## config.mk

```make
export PLATFORM = sky130hd
export DESIGN_NAME = uart_rx_frame
export DESIGN_NICKNAME = d
export VERILOG_FILES = /design/src/rtl/uart_rx_frame.sv
export SDC_FILE = /design/constraint.sdc
export NUM_CORES = 1
export LEC_CHECK = 0
export ABC_AREA = 0
export BUFFER_PORTS_ARGS = -buffer_cell sky130_fd_sc_hd__buf_4
export CAP_MARGIN = 25
export CORE_ASPECT_RATIO = 0.7
export CORE_MARGIN = 2
export CORE_UTILIZATION = 58
export CTS_CLUSTER_SIZE = 16
export DETAILED_ROUTE_END_ITERATION = 10
export HOLD_SLACK_MARGIN = 0.08
export PLACE_DENSITY_LB_ADDON = 0.08
export SETUP_SLACK_MARGIN = 0.05
export SLEW_MARGIN = 20
export SYNTH_ARGS = -nofsm -noshare
export SYNTH_HDL_FRONTEND = slang
export SYNTH_SLANG_ARGS = --single-unit
```

## constraint.sdc

```tcl
create_clock -name clk -period 2.3 [get_ports clk]
set_input_delay 0.115 -clock clk [delete_from_list [all_inputs] [get_ports clk]]
set_output_delay 0.115 -clock clk [all_outputs]
set_load 0.02 [all_outputs]
```

## src/rtl/uart_rx_frame.sv

```systemverilog
`default_nettype none
// ============================================================================
// Module   : uart_rx_frame
// Brief    : 8N1 UART receiver with 2-flop input synchroniser and
//            oversampled mid-bit sampling. The optional 8E1 mode is enabled
//            by defining UART_RX_PARITY_EN.
// Revision : 1.0 - initial release
// ============================================================================
module uart_rx_frame #(
    parameter int CLK_FREQ   = 100_000_000,
    parameter int BAUD       = 9600,
    parameter int OVERSAMPLE = 16
) (
    input  logic       clk,
    input  logic       rst,
    input  logic       rx,
    output logic [7:0] rx_data,
    output logic       rx_trigger,
    output logic       rx_busy,
    output logic       frame_err
);

    localparam int c_DIV   = CLK_FREQ / (BAUD * OVERSAMPLE);
    localparam int c_CNT_W = $clog2(c_DIV);
    localparam int c_SC_W  = $clog2(OVERSAMPLE);

    localparam logic [c_CNT_W-1:0] c_CNT_LAST = c_CNT_W'(c_DIV - 1);
    localparam logic [c_SC_W-1:0]  c_SC_MID   = c_SC_W'(OVERSAMPLE / 2 - 1);
    localparam logic [c_SC_W-1:0]  c_SC_LAST  = c_SC_W'(OVERSAMPLE - 1);

`ifdef UART_RX_PARITY_EN
    typedef enum logic [2:0] {IDLE, START, DATA, STOP, PARITY} state_t;
`else
    typedef enum logic [1:0] {IDLE, START, DATA, STOP} state_t;
`endif

    state_t               state_q, state_d;
    logic                 sync1_q, sync2_q;
    logic [c_CNT_W-1:0]   cnt_q, cnt_d;
    logic [c_SC_W-1:0]    sc_q, sc_d;
    logic [2:0]           bc_q, bc_d;
    logic [7:0]           shift_q, shift_d;
    logic [7:0]           data_q, data_d;
    logic                 armed_q, armed_d;
    logic                 trig_q, trig_d;
    logic                 ferr_q, ferr_d;
    logic                 w_rx_s;
    logic                 w_tick;
    logic                 w_stop_good;

    assign w_rx_s = sync2_q;
    assign w_tick = (cnt_q == c_CNT_LAST);

`ifdef UART_RX_PARITY_EN
    logic par_ok_q, par_ok_d;
    assign w_stop_good = w_rx_s & par_ok_q;
`else
    assign w_stop_good = w_rx_s;
`endif

    always_ff @(posedge clk) begin
        if (rst) begin
            state_q <= IDLE;
            sync1_q <= 1'b1;
            sync2_q <= 1'b1;
            cnt_q   <= '0;
            sc_q    <= '0;
            bc_q    <= '0;
            shift_q <= '0;
            data_q  <= '0;
            armed_q <= 1'b0;
            trig_q  <= 1'b0;
            ferr_q  <= 1'b0;
`ifdef UART_RX_PARITY_EN
            par_ok_q <= 1'b0;
`endif
        end else begin
            state_q <= state_d;
            sync1_q <= rx;
            sync2_q <= sync1_q;
            cnt_q   <= cnt_d;
            sc_q    <= sc_d;
            bc_q    <= bc_d;
            shift_q <= shift_d;
            data_q  <= data_d;
            armed_q <= armed_d;
            trig_q  <= trig_d;
            ferr_q  <= ferr_d;
`ifdef UART_RX_PARITY_EN
            par_ok_q <= par_ok_d;
`endif
        end
    end

    always_comb begin
        state_d = state_q;
        cnt_d   = w_tick ? '0 : cnt_q + 1'b1;
        sc_d    = sc_q;
        bc_d    = bc_q;
        shift_d = shift_q;
        data_d  = data_q;
        armed_d = armed_q;
        trig_d  = 1'b0;
        ferr_d  = 1'b0;
`ifdef UART_RX_PARITY_EN
        par_ok_d = par_ok_q;
`endif
        case (state_q)
            IDLE: begin
                // A line stuck low must be seen high once before a new frame can start.
                if (w_rx_s) begin
                    armed_d = 1'b1;
                end else if (armed_q) begin
                    state_d = START;
                    sc_d    = '0;
                    cnt_d   = '0;
                    armed_d = 1'b0;
                end
            end
            START: begin
                if (w_tick) begin
                    if (sc_q == c_SC_MID) begin
                        if (!w_rx_s) begin
                            state_d = DATA;
                            sc_d    = '0;
                            bc_d    = '0;
                        end else begin
                            state_d = IDLE;
                        end
                    end else begin
                        sc_d = sc_q + 1'b1;
                    end
                end
            end
            DATA: begin
                if (w_tick) begin
                    if (sc_q == c_SC_LAST) begin
                        shift_d = {w_rx_s, shift_q[7:1]};
                        sc_d    = '0;
                        if (bc_q == 3'd7) begin
`ifdef UART_RX_PARITY_EN
                            state_d = PARITY;
`else
                            state_d = STOP;
`endif
                        end else begin
                            bc_d = bc_q + 3'd1;
                        end
                    end else begin
                        sc_d = sc_q + 1'b1;
                    end
                end
            end
`ifdef UART_RX_PARITY_EN
            PARITY: begin
                if (w_tick) begin
                    if (sc_q == c_SC_LAST) begin
                        par_ok_d = ~(^shift_q ^ w_rx_s);
                        sc_d     = '0;
                        state_d  = STOP;
                    end else begin
                        sc_d = sc_q + 1'b1;
                    end
                end
            end
`endif
            STOP: begin
                if (w_tick) begin
                    if (sc_q == c_SC_LAST) begin
                        if (w_stop_good) begin
                            data_d = shift_q;
                            trig_d = 1'b1;
                        end else begin
                            ferr_d = 1'b1;
                        end
                        sc_d    = '0;
                        state_d = IDLE;
                    end else begin
                        sc_d = sc_q + 1'b1;
                    end
                end
            end
            default: state_d = IDLE;
        endcase
    end

    assign rx_data    = data_q;
    assign rx_trigger = trig_q;
    assign frame_err  = ferr_q;
    assign rx_busy    = (state_q != IDLE);

endmodule
`default_nettype wire

```

# == After elaboration in Yosys (flattened, before gate mapping) ==
# Index checks and enable logic that the tools add are counted.
# word_totals
out_inout_bits,11
wordCells,79
reg_bits,40
# classes
add_sub_neg,3
eq_ne,20
bitwise_logic,3
muxes,32
reduce_logical,10
# op_table
op,count
10-bit two-way mux,4
4-bit two-way mux,7
2-bit inequality test (second input constant),11
2-bit two-way mux,10
3-bit two-way mux,6
4-bit case mux with 3 select lines,1
10-bit by 1-bit adder with 10-bit output (second input constant),1
10-bit equality test (second input constant),1
9-bit AND reduction,1
2-bit case mux with 4 select lines,1
7-bit AND reduction,1
3-bit case mux with 2 select lines,1
5-bit AND reduction,1
4-bit by 1-bit adder with 4-bit output (second input constant),1
2-bit equality test (second input constant),2
4-bit by 3-bit equality test with 1-bit output (second input constant),1
4-bit equality test (second input constant),1
4-bit AND reduction,1
2-bit nonzero test,2
4-bit OR reduction,1
3-bit by 1-bit adder with 3-bit output (second input constant),1
3-bit equality test (second input constant),1
3-bit inequality test (second input constant),1
1-bit inverter,3
other kinds (6),7

# == Longest topological paths before layout ==
# depth
word_depth,5
mapped_depth,7
mapped_depth_nobuf,6

# == Least setup slack after synthesis ==
# No wires, ideal clock.
# synth_timing
path_type,register to register
start,register cnt_q[4]
end,register bc_q[1]
path_buffers,2
path_stages_with_launch,7
path_slack_ns,0.220
arrival_ns,2.010
path_cell_list,dfxtp_1 buf_6 or4b_4 or3_1 clkbuf_2 or4_1 a21oi_1
# synth_via
elab_chain_cells,3
word_cells_on_any_way,4
cone_classes,eq/ne: 3; reduce/logical: 1
# synth_lines
element,line_no,rtl
start: declaration,39,"logic [c_CNT_W-1:0] cnt_q, cnt_d;"
start signal: assignment,81,cnt_q <= cnt_d;
10-bit equality test (*),52,assign w_tick = (cnt_q == c_CNT_LAST);
2-bit inequality test (no line),--,
7-bit AND reduction (no line) (*),--,
end signal: assignment,68,bc_q <= '0;
end signal: assignment,83,bc_q <= bc_d;
end: declaration,41,"logic [2:0] bc_q, bc_d;"
# Mark *: on every way between the ends. The rest lies on a longest branch, timed or not.
# A chain may end at the register's enable or synchronous reset.

# == Final worst setup path ==
# layout_timing
start,register cnt_q[5]
end,register bc_q[1]
# Same word-level chain as after synthesis.

==> results.txt <==
Once routing completed, OpenROAD measured the worst setup slack at 118 ps. For the worst setup skew after layout, the log shows 10.5 ps. The clock reaches the later pin of the worst-skew pair after 300 ps. The post-route antenna net violation count came out at 0. The floorplan step set the die height to 50.9 um. In this run the critical register-to-register path is launched from cnt_q[5]$_SDFF_PP0_.

The region available for standard cell placement spans 2900 sq um. The detailed router finished its first iteration with 150 violations. The power density of the placed cells works out to 637 nW/um^2.

The logs give 53.7% for the register share of total power and 1040 uW for the internal cell power. Kind of launch point of the worst setup path: a flip-flop. Using the TritonRoute via totals, the vias-per-cell ratio works out to 6.14.

The final layout contains 236 nets. The biggest fanout along the worst timing path works out to 7. The flip-flop cell with the highest count after synthesis is sky130_fd_sc_hd__dfxtp_1. Setup repair after global routing left no endpoint under its margin.

Number of antenna violations at the first check in global routing: 0. Routability-driven placement finished with a final weighted congestion of 0.844. The largest net degree at the start of global routing is 31, and the die footprint is 3620 sq um. The number of warnings printed during yosys synthesis came out at 0. The area of the mapped netlist is 1830 sq um. Sequential cells were found to cover 43.9% of the synthesized design area.

Dividing the synthesized area by the synthesized cell count gives 8.53 sq um. Overall power consumption after layout is estimated at 1320 uW. The max-slew violation count was 0. Before CTS, the worst setup slack after placement is 203 ps. The via count of the first global-routing pass was 1440.

The headroom to the max-slew limit was 63.2%. The count of max-cap constraint violations is 0, and the share of power burned in the clock network is 42.8%. The final setup violation count is 0. Global routing used 24.8% of the available tracks. Depth of the CTS H-tree: 2. The worst setup path startpoint was cnt_q[5]$_SDFF_PP0_.

After technology mapping, the gate count stands at 214. The worst hold path was traced through 2 stages. Input and output buffers added on the ports amount to 13. The count of state elements after synthesis was 40; the period utilization was 94.9%. The cell accounting for the most synthesized area is sky130_fd_sc_hd__dfxtp_1. In the post-synthesis netlist, the biggest area contributors are sky130_fd_sc_hd__dfxtp_1, sky130_fd_sc_hd__a21oi_1, sky130_fd_sc_hd__o21ai_0, sky130_fd_sc_hd__nand3_1, sky130_fd_sc_hd__nor2_1. The run gives 0 as the remaining global-route overflow. The flow ran to the end, and the final reports show no timing, DRC or antenna violations. The number of optimization iterations in the first detailed-route pass is 4. The most critical setup path has its endpoint at bc_q[1]$_SDFFE_PP0P_. For the critical path arrival, the log shows 2410 ps. The start-to-end type of the worst setup path was reg2reg.

Summed over all nets, the switching power comes to 284 uW. The total leakage power was 0.000745 uW. Timing would allow up to 458 MHz.

After detailed routing, the total wire length is 4210 um. The starting utilization of the core area is 62.9%, and the per-cell routed wire length is 15.9 um. Cells with a size suffix above 1 make up 14.8% of the layout.

The number of enable flip-flop cells after synthesis came out at 0. The HPWL after detailed placement is 2810 um. The total negative setup slack is 0 ps.

For the number of remaining DRC errors, the log shows 0. The worst-case IR drop observed on VDD is 0.518 mV. The number of nets handed over by synthesis was 222. Total number of vias: 1627.

The run gives 1960 sq um as the post-detailed-placement cell area. The tools report the number of hold violations in the final report as 0. The startpoint identified for the worst hold timing path is rst. The x dimension of the die works out to 71.1 um. Once layout is complete, the utilization of the core stands at 71.6%.

The kind of end point of the critical path is a flip-flop. The async set-or-reset flop fraction in the synthesized netlist came out at 0%. The tools report the clock sink total as 40.

For the number of clock buffers inserted by TritonCTS, the log shows 5. Net switching fraction of the power: 21.4%. The slew at the pin closest to its max-slew limit was 545 ps; the clock input transition at the sequential cells of the worst setup and hold paths was 80 ps. After routing the design area is 2080 sq um.

TritonCTS built the clock tree. The synthesized design devotes to its leading area cell type 43.9% of total area. For the combinational fraction of design power, the log shows 3.5%. Required time at the endpoint of the critical path: 2530 ps. For flop-to-flop paths, the worst setup slack is 120 ps.

The tools report the clock root buffer as sky130_fd_sc_hd__clkbuf_8. The first global-routing pass estimated 6900 um of wire. The number of antenna diodes in the final layout is 0. The endpoint of the worst-slack reg-to-reg timing path is bc_q[1]$_SDFFE_PP0P_. The signed area change from the synthesized netlist to the final layout is 13.8%, and the maximum number of buffers from clock root to sink is 2.

The floorplan has 16 rows. Subtracting the final worst setup slack from the clock period gives 2180 ps. Counting distinct cell types in the post-synthesis netlist gives 46. Pin placement for this block handled 14 I/O pins. Counting cells, the worst reg-to-reg path comes to 4. The tightest min-delay check is of the in2reg type.
## cell usage in the layout, fill, tap and decap left out, drive strengths merged, types with 3 or more instances in the layout
cell type  count
a21oi         21
buf           20
clkbuf         6
dfxtp         40
ha             5
inv            7
nand2         13
nand3         14
nand4         10
nor2          17
nor3           3
nor4           4
o21ai         17
xnor2          4
xor2           5
## cell usage after synthesis (all sizes together) (2+ instances only)
library cell / n
nor4bb: 2
and3: 2
nor4b: 2
or2: 2
nand2b: 2
o31ai: 2
o21ai: 17
and2: 2
nand3: 14
nand2: 13
ha: 5
inv: 7
a21oi: 21
buf: 4
or3: 2
nor3: 3
xnor2: 4
clkbuf: 10
nor2: 17
xor2: 5
dfxtp: 40
a2bb2oi: 2
o22ai: 2
o211ai: 2
a31oi: 2
or4: 2
nor4: 4
nand4: 10
## routing by layer
layer  up-vias  wire length, um  global-route usage, %
met1       748             1970                   33.2
met5         -                0                      0
met2        68             1850                   37.4
li1        803                -                      -
met4         0               70                   8.49
met3         8              317                   8.88
## through the flow
stage,hold slack [ps],instances
6_report,200,265
5_1_grt,209,265
4_1_cts,183,265
3_5_place_dp,310,256
3_3_place_gp,301,256
2_1_floorplan,219,214
## sequential cells by signal, summed over array words and instances (netlist names), named ones only
register,count
armed_q,1
bc_q,3
cnt_q,10
frame_err,1
rx_data,8
rx_trigger,1
sc_q,4
shift_q,8
state_q,1
sync1_q,1
sync2_q,1
## critical path: stages (launching register included)
cell and delay, ps:
sky130_fd_sc_hd__dfxtp_1 360, sky130_fd_sc_hd__or4b_4 580, sky130_fd_sc_hd__or3_1 430, sky130_fd_sc_hd__or4_1 570, sky130_fd_sc_hd__a21oi_1 170
## worst min-delay path by stage
stage / endpoint
floorplan: sync1_q$_SDFF_PP1_
global placement: sync1_q$_SDFF_PP1_
detailed placement: sync1_q$_SDFF_PP1_
CTS: shift_q[1]$_SDFFE_PP0P_
global route: rx_data[6]$_SDFFE_PP0P_
finish: rx_data[6]$_SDFFE_PP0P_
## final cells by class
| cell class | instances | area [sq um] |
|---|---|---|
| fill | 215 | 825 |
| inverter | 7 | 26.3 |
| clock buffer | 6 | 72.6 |
| sequential | 40 | 801 |
| multi-input combinational | 153 | 938 |
| timing repair buffer | 21 | 160 |
| clock inverter | 2 | 35.0 |
| tap | 36 | 45.0 |
## cell families (layout without fill, tap and decap cells)
| logic type | Yosys count | after routing | share of synthesized area, % |
|---|---|---|---|
| compound gates | 55 | 55 | 17.6 |
| xor+xnor | 9 | 9 | 4.32 |
| fa+ha+maj | 5 | 5 | 3.43 |
| buf+inv | 21 | 36 | 4.87 |
| flops | 40 | 40 | 43.9 |
| mux | 2 | 2 | 1.17 |
| simple gates | 82 | 82 | 24.7 |
## what timing repair did
action	CTS	global route
endpoints found under the setup margin	0	1
hold buffers	1	0
resized for setup	0	1
endpoints found under the hold margin	1	0
setup buffers	0	0
## power by group through the flow
| stage | Clock [uW] | Combinational [uW] | Sequential, uW |
|---|---|---|---|
| final | 567 | 46.5 | 711 |
| after global routing | 608 | 52.3 | 713 |
| after CTS | 580 | 46.0 | 711 |
| after detailed placement | 0 | 44.3 | 727 |
| after global placement | 0 | 43.0 | 726 |
| after floorplan | 0 | 34.9 | 722 |
Power figures use the tool's default switching activity.
